File: src/rtl/branch_compare_pkg.sv
// rtl/branch_compare_pkg.sv - shared flag indices, FSM states and branch decode codes
package branch_compare_pkg;

    localparam int FLAG_LT = 2;
    localparam int FLAG_EQ = 1;
    localparam int FLAG_GT = 0;

    typedef enum logic [1:0] {
        ST_IDLE = 2'd0,
        ST_CMP  = 2'd1,
        ST_DONE = 2'd2
    } state_t;

    localparam logic [1:0] ITYPE_BRANCH = 2'b10;
    localparam logic [1:0] ITYPE_JUMP   = 2'b11;

    localparam logic [1:0] BT_BEQ = 2'b00;
    localparam logic [1:0] BT_BNE = 2'b01;
    localparam logic [1:0] BT_BLT = 2'b10;
    localparam logic [1:0] BT_BGE = 2'b11;

    function automatic logic [2:0] make_flags(input logic lt, input logic gt);
        logic [2:0] f;
        f          = 3'b000;
        f[FLAG_LT] = lt;
        f[FLAG_GT] = gt;
        f[FLAG_EQ] = !lt && !gt;
        return f;
    endfunction

endpackage

File: src/rtl/cmp_slice.sv
// rtl/cmp_slice.sv - combinational unsigned compare of one operand slice
module cmp_slice #(
    parameter int SLICE = 8
) (
    input  logic [SLICE-1:0] a,
    input  logic [SLICE-1:0] b,
    output logic             lt,
    output logic             eq,
    output logic             gt
);

    assign lt = (a < b);
    assign eq = (a == b);
    assign gt = (a > b);

endmodule

File: src/rtl/branch_compare.sv
// rtl/branch_compare.sv - multi-cycle MSB-first sliced comparator producing {lt,eq,gt}
module branch_compare
    import branch_compare_pkg::*;
#(
    parameter int WIDTH = 32,
    parameter int SLICE = 8
) (
    input  logic             clk,
    input  logic             rst_n,
    input  logic             start_valid,
    output logic             start_ready,
    input  logic [WIDTH-1:0] op_a,
    input  logic [WIDTH-1:0] op_b,
    input  logic             is_signed,
    input  logic [1:0]       itype_in,
    input  logic [1:0]       branchtype_in,
    input  logic             flush,
    output logic             res_valid,
    input  logic             res_ready,
    output logic [2:0]       flags,
    output logic [1:0]       itype_out,
    output logic [1:0]       branchtype_out
);

    localparam int NSLICE = WIDTH / SLICE;
    localparam int IW     = (NSLICE > 1) ? $clog2(NSLICE) : 1;
    localparam logic [IW-1:0] LAST_IDX = IW'(NSLICE - 1);

    if (WIDTH % SLICE != 0) begin : g_bad_slice
        $error("branch_compare: WIDTH must be a multiple of SLICE");
    end

    state_t           state, state_nxt;
    logic [WIDTH-1:0] a_q, b_q;
    logic [IW-1:0]    idx;
    logic             decided, lt_q, gt_q;
    logic [SLICE-1:0] slice_a, slice_b;
    logic             s_lt, s_eq, s_gt;
    logic             accept, fin_lt, fin_gt;

    assign start_ready = (state == ST_IDLE) && !flush;
    assign accept      = start_valid && start_ready;
    assign res_valid   = (state == ST_DONE);

    assign slice_a = a_q[int'(idx)*SLICE +: SLICE];
    assign slice_b = b_q[int'(idx)*SLICE +: SLICE];

    cmp_slice #(.SLICE(SLICE)) u_cmp_slice (
        .a  (slice_a),
        .b  (slice_b),
        .lt (s_lt),
        .eq (s_eq),
        .gt (s_gt)
    );

    // A decision from a higher slice always outranks the current slice
    assign fin_lt = decided ? lt_q : s_lt;
    assign fin_gt = decided ? gt_q : s_gt;

    always_comb begin
        state_nxt = state;
        case (state)
            ST_IDLE: if (accept)         state_nxt = ST_CMP;
            ST_CMP:  if (idx == '0)      state_nxt = ST_DONE;
            ST_DONE: if (res_ready)      state_nxt = ST_IDLE;
            default:                     state_nxt = ST_IDLE;
        endcase
        if (flush) state_nxt = ST_IDLE;
    end

    always_ff @(posedge clk or negedge rst_n) begin
        if (!rst_n) begin
            state <= ST_IDLE;
        end else begin
            state <= state_nxt;
        end
    end

    always_ff @(posedge clk or negedge rst_n) begin
        if (!rst_n) begin
            a_q            <= '0;
            b_q            <= '0;
            idx            <= '0;
            decided        <= 1'b0;
            lt_q           <= 1'b0;
            gt_q           <= 1'b0;
            flags          <= 3'b000;
            itype_out      <= 2'b00;
            branchtype_out <= 2'b00;
        end else if (flush) begin
            decided <= 1'b0;
            flags   <= 3'b000;
        end else begin
            case (state)
                ST_IDLE: begin
                    if (accept) begin
                        // Biasing the sign bit turns a signed compare into an unsigned one
                        a_q            <= {op_a[WIDTH-1] ^ is_signed, op_a[WIDTH-2:0]};
                        b_q            <= {op_b[WIDTH-1] ^ is_signed, op_b[WIDTH-2:0]};
                        itype_out      <= itype_in;
                        branchtype_out <= branchtype_in;
                        idx            <= LAST_IDX;
                        decided        <= 1'b0;
                        lt_q           <= 1'b0;
                        gt_q           <= 1'b0;
                    end
                end
                ST_CMP: begin
                    if (!decided && !s_eq) begin
                        decided <= 1'b1;
                        lt_q    <= s_lt;
                        gt_q    <= s_gt;
                    end
                    if (idx == '0) begin
                        flags <= make_flags(fin_lt, fin_gt);
                    end else begin
                        idx <= idx - 1'b1;
                    end
                end
                default: ;
            endcase
        end
    end

endmodule
File: config.mk
export PLATFORM = sky130hd
export DESIGN_NAME = branch_compare
export DESIGN_NICKNAME = d
export VERILOG_FILES = /design/src/rtl/branch_compare_pkg.sv /design/src/rtl/cmp_slice.sv /design/src/rtl/branch_compare.sv
export SDC_FILE = /design/constraint.sdc
export NUM_CORES = 1
export LEC_CHECK = 0
export ABC_AREA = 1
export BUFFER_PORTS_ARGS = -buffer_cell sky130_fd_sc_hd__buf_2
export CORE_UTILIZATION = 54
export DETAILED_ROUTE_END_ITERATION = 8
export MAX_ROUTING_LAYER = met4
export PLACE_DENSITY_LB_ADDON = 0.08
export SLEW_MARGIN = 20
export SYNTH_ARGS = -nofsm -noshare
export SYNTH_HDL_FRONTEND = slang
export SYNTH_SLANG_ARGS = --single-unit
File: constraint.sdc
create_clock -name clk -period 2.5 [get_ports clk]
set_input_delay 0.25 -clock clk [delete_from_list [all_inputs] [get_ports clk]]
set_output_delay 0.25 -clock clk [all_outputs]
set_load 0.005 [all_outputs]
; Word-level counts from Yosys, hierarchy flattened
; Index checks and enable logic that the tools add are counted.
[totals]
regBits = 78
output_inout_bits = 9
input_bits = 74
word_cells = 70
[classes]
addsub = 1
mux = 21
bitwise_logic = 3
shifts = 2
eq_ne = 10
reduce_logical = 21
n_lt_le_gt_ge = 2
[ops]
columns = op, count
row1 = 32-bit by 6-bit indexed part select with 8-bit output, 2
row2 = 2-bit two-way mux, 6
row3 = 3-bit two-way mux, 3
row4 = 3-bit != test (second input constant), 3
row5 = 3-bit AND reduction, 3
row6 = 8-bit equality test, 1
row7 = 8-bit > comparator, 1
row8 = 8-bit < comparator, 1
row9 = 4-bit AND reduction, 2
row10 = 1-bit two-way mux, 7
row11 = 2-bit != test (second input constant), 3
row12 = 1-bit case mux with 2 select lines, 3
row13 = 2-bit case mux with 3 select lines, 1
row14 = 2-bit nonzero test, 3
row15 = 1-bit logical NOT, 5
row16 = 1-bit logical AND, 4
row17 = 2-bit logical NOT, 2
row18 = 2-bit case mux with 2 select lines, 1
row19 = 3-bit by 2-bit != test with 1-bit output (second input constant), 1
row20 = 3-bit nonzero test, 1
row21 = 2-bit by 1-bit equality test with 1-bit output (second input constant), 1
row22 = 2-bit equality test (second input constant), 1
row23 = 2-bit AND reduction, 1
row24 = 2-bit by 1-bit subtractor with 2-bit output (second input constant), 1
row25 = 2 further kinds, 3

; Logic depth before layout (Yosys ltp)
[depth]
ltp_word = 8
mapped_depth = 18
depth_no_buf = 16

; By module
; From an unflattened synthesis, not the netlist that was laid out.
[hier_totals]
hier_cells = 488
area_unflattened_um2 = 3781.1
[by_module_without_submodules]
columns = mod, cells_per_inst, instances, seq_area_each_um2, area_per_inst_um2
row1 = branch_compare, 450, 1, 1951.9, 3537.1
row2 = cmp_slice, 38, 1, 0.0, 244.0

; Worst setup path after synthesis
; Ideal clock, no wire load.
[synth_path]
path_type = flip-flop to flip-flop
startpoint = reg idx[0]
endpoint = reg flags[0]
n_path_buf = 1
required_time_ps = 2383
synth_period_minus_slack_ps = 2013
stages_incl_launch_ff = 14
setup_slack_ps = 487
t_arrival_ps = 1896
setup_time_ps = 117
cell_sequence = dfrtp_1 -> inv_2 -> clkbuf_1 -> nand2_1 -> a32o_1 -> ha_1 -> a21oi_1 -> nor2_1 -> nor2_1 -> nand2_1 -> nand2_1 -> nand2_1 -> nand3_1 -> nand2_1
[synth_via]
elab_chain_len = 6
word_cells_on_any_way = 10
classes_between = order compare (1) / shift (2) / mux (4) / reduce/logical (3)
[synth_rtl]
columns = element, line_no
row1 = from (decl), branch_compare.sv:35  ; logic [IW-1:0] idx;
row2 = from (signal assigned), branch_compare.sv:117  ; idx <= idx - 1'b1;
row3 = "32-bit by 6-bit indexed part select with 8-bit output, on equally long branches", "branch_compare.sv:45, branch_compare.sv:46"
row4 = 8-bit > comparator, cmp_slice.sv:14  ; assign gt = (a > b);
row5 = 1-bit two-way mux, branch_compare.sv:58  ; assign fin_gt = decided ? gt_q : s_gt;
row6 = 3-bit two-way mux, branch_compare.sv:114  ; if (idx == '0) begin
row7 = 3-bit two-way mux, branch_compare.sv:94  ; case (state)
row8 = 3-bit two-way mux, branch_compare.sv:90  ; end else if (flush) begin
row9 = to (signal assigned), branch_compare.sv:115  ; flags <= make_flags(fin_lt, fin_gt);
row10 = to (decl), branch_compare.sv:20  ; output logic [2:0] flags,
; Parallel ways exist; a longest one is shown, timed or not. The select of a mux whose other input is x is not followed.
; A chain may end at the register's enable or synchronous reset.

; Worst setup path in the final report
[layout_path]
startpoint = reg idx[1]
endpoint = reg gt_q
[layout_via]
elab_chain_len = 6
word_cells_on_any_way = 10
classes_between = order compare (1) / eq/ne (2) / shift (2) / mux (2) / reduce/logical (3)
[layout_rtl]
columns = element, line_no
row1 = branches (longest 6 deep; another with 8-bit > comparator), -
row2 = to (signal assigned), branch_compare.sv:112  ; gt_q <= s_gt;
row3 = to (decl), branch_compare.sv:36  ; logic decided, lt_q, gt_q;
; Parallel ways; which one is timed is not known. The select of a mux whose other input is x is not followed.

==> reports/metrics.csv <==
stage;metric;value;unit
synthesis;syn nets;556;
setup_path;CP most frequent cell;nand2_1;
setup_path;crit path buf inv count;1;
synthesis;Ys Warns;0;
grt;antenna violations before repair;0;
synthesis;main area contributors after synthesis;dfrtp_1 53%, nand2_1 26%, ha_1 3.0%;
clock_network;Reg clk slew, reported paths;0.08;ns
synthesis;post-synth cell types;24;
pwr;sequential share of power;0.393;
setup_path;crit path max-delay cell type;dfrtp_1;
placement;RePlAce Congestion;0.8942;
layout;commonest cells after routing, fill and taps aside;256 x nand2_1, 81 x buf_2, 78 x dfrtp_1;
synthesis;Cells after Synth;473;
pwr;Gate power share;0.360;
sta;Fin. Hold Viols;0;
detailed_routing;via count;3203;
pwr;Power per Cell Area;1071;nW/um^2
floorplan;core area;6495;um^2
detailed_routing;post-DR wirelength/cell;13.00;um
pwr;Int Power;0.002978;W
hold_path;min-delay worst type;in -> async;
floorplan;die area;7205;um^2
detailed_routing;DR iter-0 viols;217;
layout;layout cells sized above 1;0.1924;
run;max-cap violation count;0;
detailed_routing;Detailed Routing Iterations Pass 1;7;
floorplan;starting density of the core;0.5712;
detailed_routing;post-DR vias/cell;5.100;
layout;Final #Nets;629;
outcome;failing checks;design-rule violations;
setup_path;worst path cell trace;inv_4 -> o21ai_0 -> nor2_1 -> a21oi_1 -> ha_1 -> nand2_1 -> nor2_1 -> nand4_1 -> nand2_1 -> nand2_1 -> nand3_1 -> o21ai_0;
sta;Peak Freq;442.3;MHz
sta;Final Setup Violations;0;
placement;post-detail-place hpwl;5.634;mm
clock_network;clock latency on the worst-skew pair;0.34;ns
floorplan;cell row count;29;
pwr;total power;0.004670;W
synthesis;FF+latch count, synth;78;
setup_path;Slowest Stage Delay on Critical Path;0.51;ns
layout;commonest non-fill, non-tap cell in the layout;nand2_1;
synthesis;register area share after synthesis;0.5261;
sta;Final Cycle Share;0.9043;
floorplan;Die Height;84.89;um
setup_path;Worst setup EP type;register;
synthesis;Yosys top cell area share;0.5261;
layout;synth-to-layout area growth;17.54;%
clock_network;CTS max path bufs;2;
sta;clk_skew;0.006041;ns
clock_network;CTS Buf Count;9;
sta;crit path time final;2.261;ns
setup_path;Top delay family on crit path;simple AND/OR/NAND/NOR gates;
detailed_routing;final wirelength;8.166;mm
placement;PortBufs;82;
setup_path;Critical Path RT;2.72;ns
pwr;clock network power share;0.247;
synthesis;Post-Syn Area;3710;um^2
setup_path;critical path class;reg -> reg;
setup_path;CP Max Fanout;25;
layout;Antenna Cells;0;
sta;worst-margin pin slew;0.9768;ns
grt;largest net degree at the start of global routing;79;
setup_path;worst reg-to-reg path cell count;12;
placement;DP Cell Count;612;
clock_network;H-tree lvl count;3;
floorplan;die width;84.89;um
sta;max_slew headroom;0.3488;
synthesis;Avg Synthesized Cell Area;7.843;um^2
pwr;P_leak;2.435;nW
clock_network;CTS tree;yes;
detailed_routing;remaining antenna violation count;0;
pwr;P_sw;0.001692;W
floorplan;# IOs;83;
layout;Fill cells;577;
clock_network;clk sink count;78;
detailed_routing;Post-route DRC;2;
clock_network;Root Driver;clkbuf_8;
setup_path;Critical Path AT;2.48;ns
grt;vias in the first global route;2988;
pwr;Max rail drop VDD;496.9;uV
sta;Setup TNS Final;0;ns
pwr;switch share;0.3623;
grt;GR Overflow Total;0;
clock_network;hold buffers post-CTS;0;
setup_path;cell depth of the worst setup path;12;
outcome;status;complete, but fails checks;
grt;first-pass GRT wire length;14.30;mm
synthesis;Yosys top cell by area;dfrtp_1;
sta;Final Slew Violations;0;
grt;gr usage total;0.2622;
layout;non-filler instance count after layout;628;
setup_path;CP Launch Type;register;
sta;RSZ-0062 raised after global routing;false;
==> stage by stage <==
stage | instance area (um^2) | worst slack, ns | util | hold WS, ns
3_5_place_dp | 4105 | 0.1427 | 0.6321 | 0.4525
6_report | 4360 | 0.2392 | 0.6714 | 0.04465
5_1_grt | 4360 | 0.02083 | 0.6714 | 0.09932
2_1_floorplan | 3710 | 0.4869 | - | -0.04559
3_3_place_gp | 4105 | 0.2266 | 0.6321 | 0.4489
4_1_cts | 4354 | 0.1331 | 0.6704 | 0.09330
==> what timing repair did <==
| action | 4_1_cts | 5_1_grt |
|---|---|---|
| endpoints found under the setup margin | 0 | 5 |
| buffers inserted | 0 | 0 |
| hold endpoints to repair | 0 | 0 |
| gates resized for setup | 0 | 4 |
==> worst register-to-register path, cell delays in order, from the launching register on <==
cell,delay (ns)
dfrtp_1,0.51
inv_4,0.25
o21ai_0,0.14
nor2_1,0.14
a21oi_1,0.06
ha_1,0.30
nand2_1,0.07
nor2_1,0.14
nand4_1,0.16
nand2_1,0.09
nand2_1,0.08
nand3_1,0.11
o21ai_0,0.09
==> power groups by stage <==
stage	registers [W]	clock network, W	logic [W]
6_report	0.00183	0.00116	0.00168
5_1_grt	0.00187	0.00122	0.00198
4_1_cts	0.00183	0.00118	0.00169
3_5_place_dp	0.00184	0	0.00168
3_3_place_gp	0.00185	0	0.00162
2_1_floorplan	0.00175	0	0.00131
==> cells by family (layout without fill, tap and decap cells) <==
logic type / Yosys count / after routing / share of synthesized area
AND/OR/NAND/NOR: 294 / 294 / 0.3035
buffers and inverters: 39 / 117 / 0.05295
flip-flops: 78 / 78 / 0.5261
XOR/XNOR: 2 / 2 / 0.004723
adder cells (fa/ha/maj): 9 / 9 / 0.03035
AO/OA/AOI/OAI: 51 / 51 / 0.08230
==> flip-flops by register name, indices dropped and copies added (netlist names) <==
signal          count
b_q                32
itype_out           2
flags               3
branchtype_out      2
idx                 2
decided             1
a_q                32
state               2
lt_q                1
gt_q                1
==> cells in the mapped netlist <==
cell type,number
nand2_1,256
dfrtp_1,78
nor2_1,28
o21ai_0,21
inv_1,12
a21oi_1,10
clkbuf_1,10
ha_1,9
o22ai_1,8
a32o_1,7
buf_2,7
nand3_1,6
buf_6,5
inv_2,4
o21ai_1,3
a21o_1,1
a22oi_1,1
buf_4,1
nand4_1,1
nor2_2,1
nor2_4,1
or2_2,1
xnor2_1,1
xor2_1,1
==> cell type report <==
cell class	count	area, um^2	share of cell area
flip-flops and latches	78	1952	0.4476
multi-input cells	356	1562	0.3581
repair buffers	85	435.4	0.09986
clock buffers	13	158.9	0.03644
well taps	77	96.34	0.02209
clock inverters	3	90.09	0.02066
inverters	16	66.31	0.01521
==> metal layers <==
layer | part of all wire | vias up | GRT usage
met1 | 0.49 | 1454 | 0.3845
met5 | 0 | - | -
met2 | 0.44 | 100 | 0.3762
met3 | 0.043 | 12 | 0.03307
met4 | 0.020 | 0 | 0.09861
li1 | - | 1637 | -
==> final timing paths <==
check / from / to / slack [ns]
min: rst_n / branchtype_out[0] / 0.04
max in group asynchronous: rst_n / b_q[15] / 1.79
min reg2reg: itype_out[0] / itype_out[0] / 0.47
min in group clk: op_a[19] / a_q[19] / 0.10
max: idx[1] / gt_q / 0.24
max reg2reg: idx[1] / gt_q / 0.24
Power figures use the tool's default switching activity.
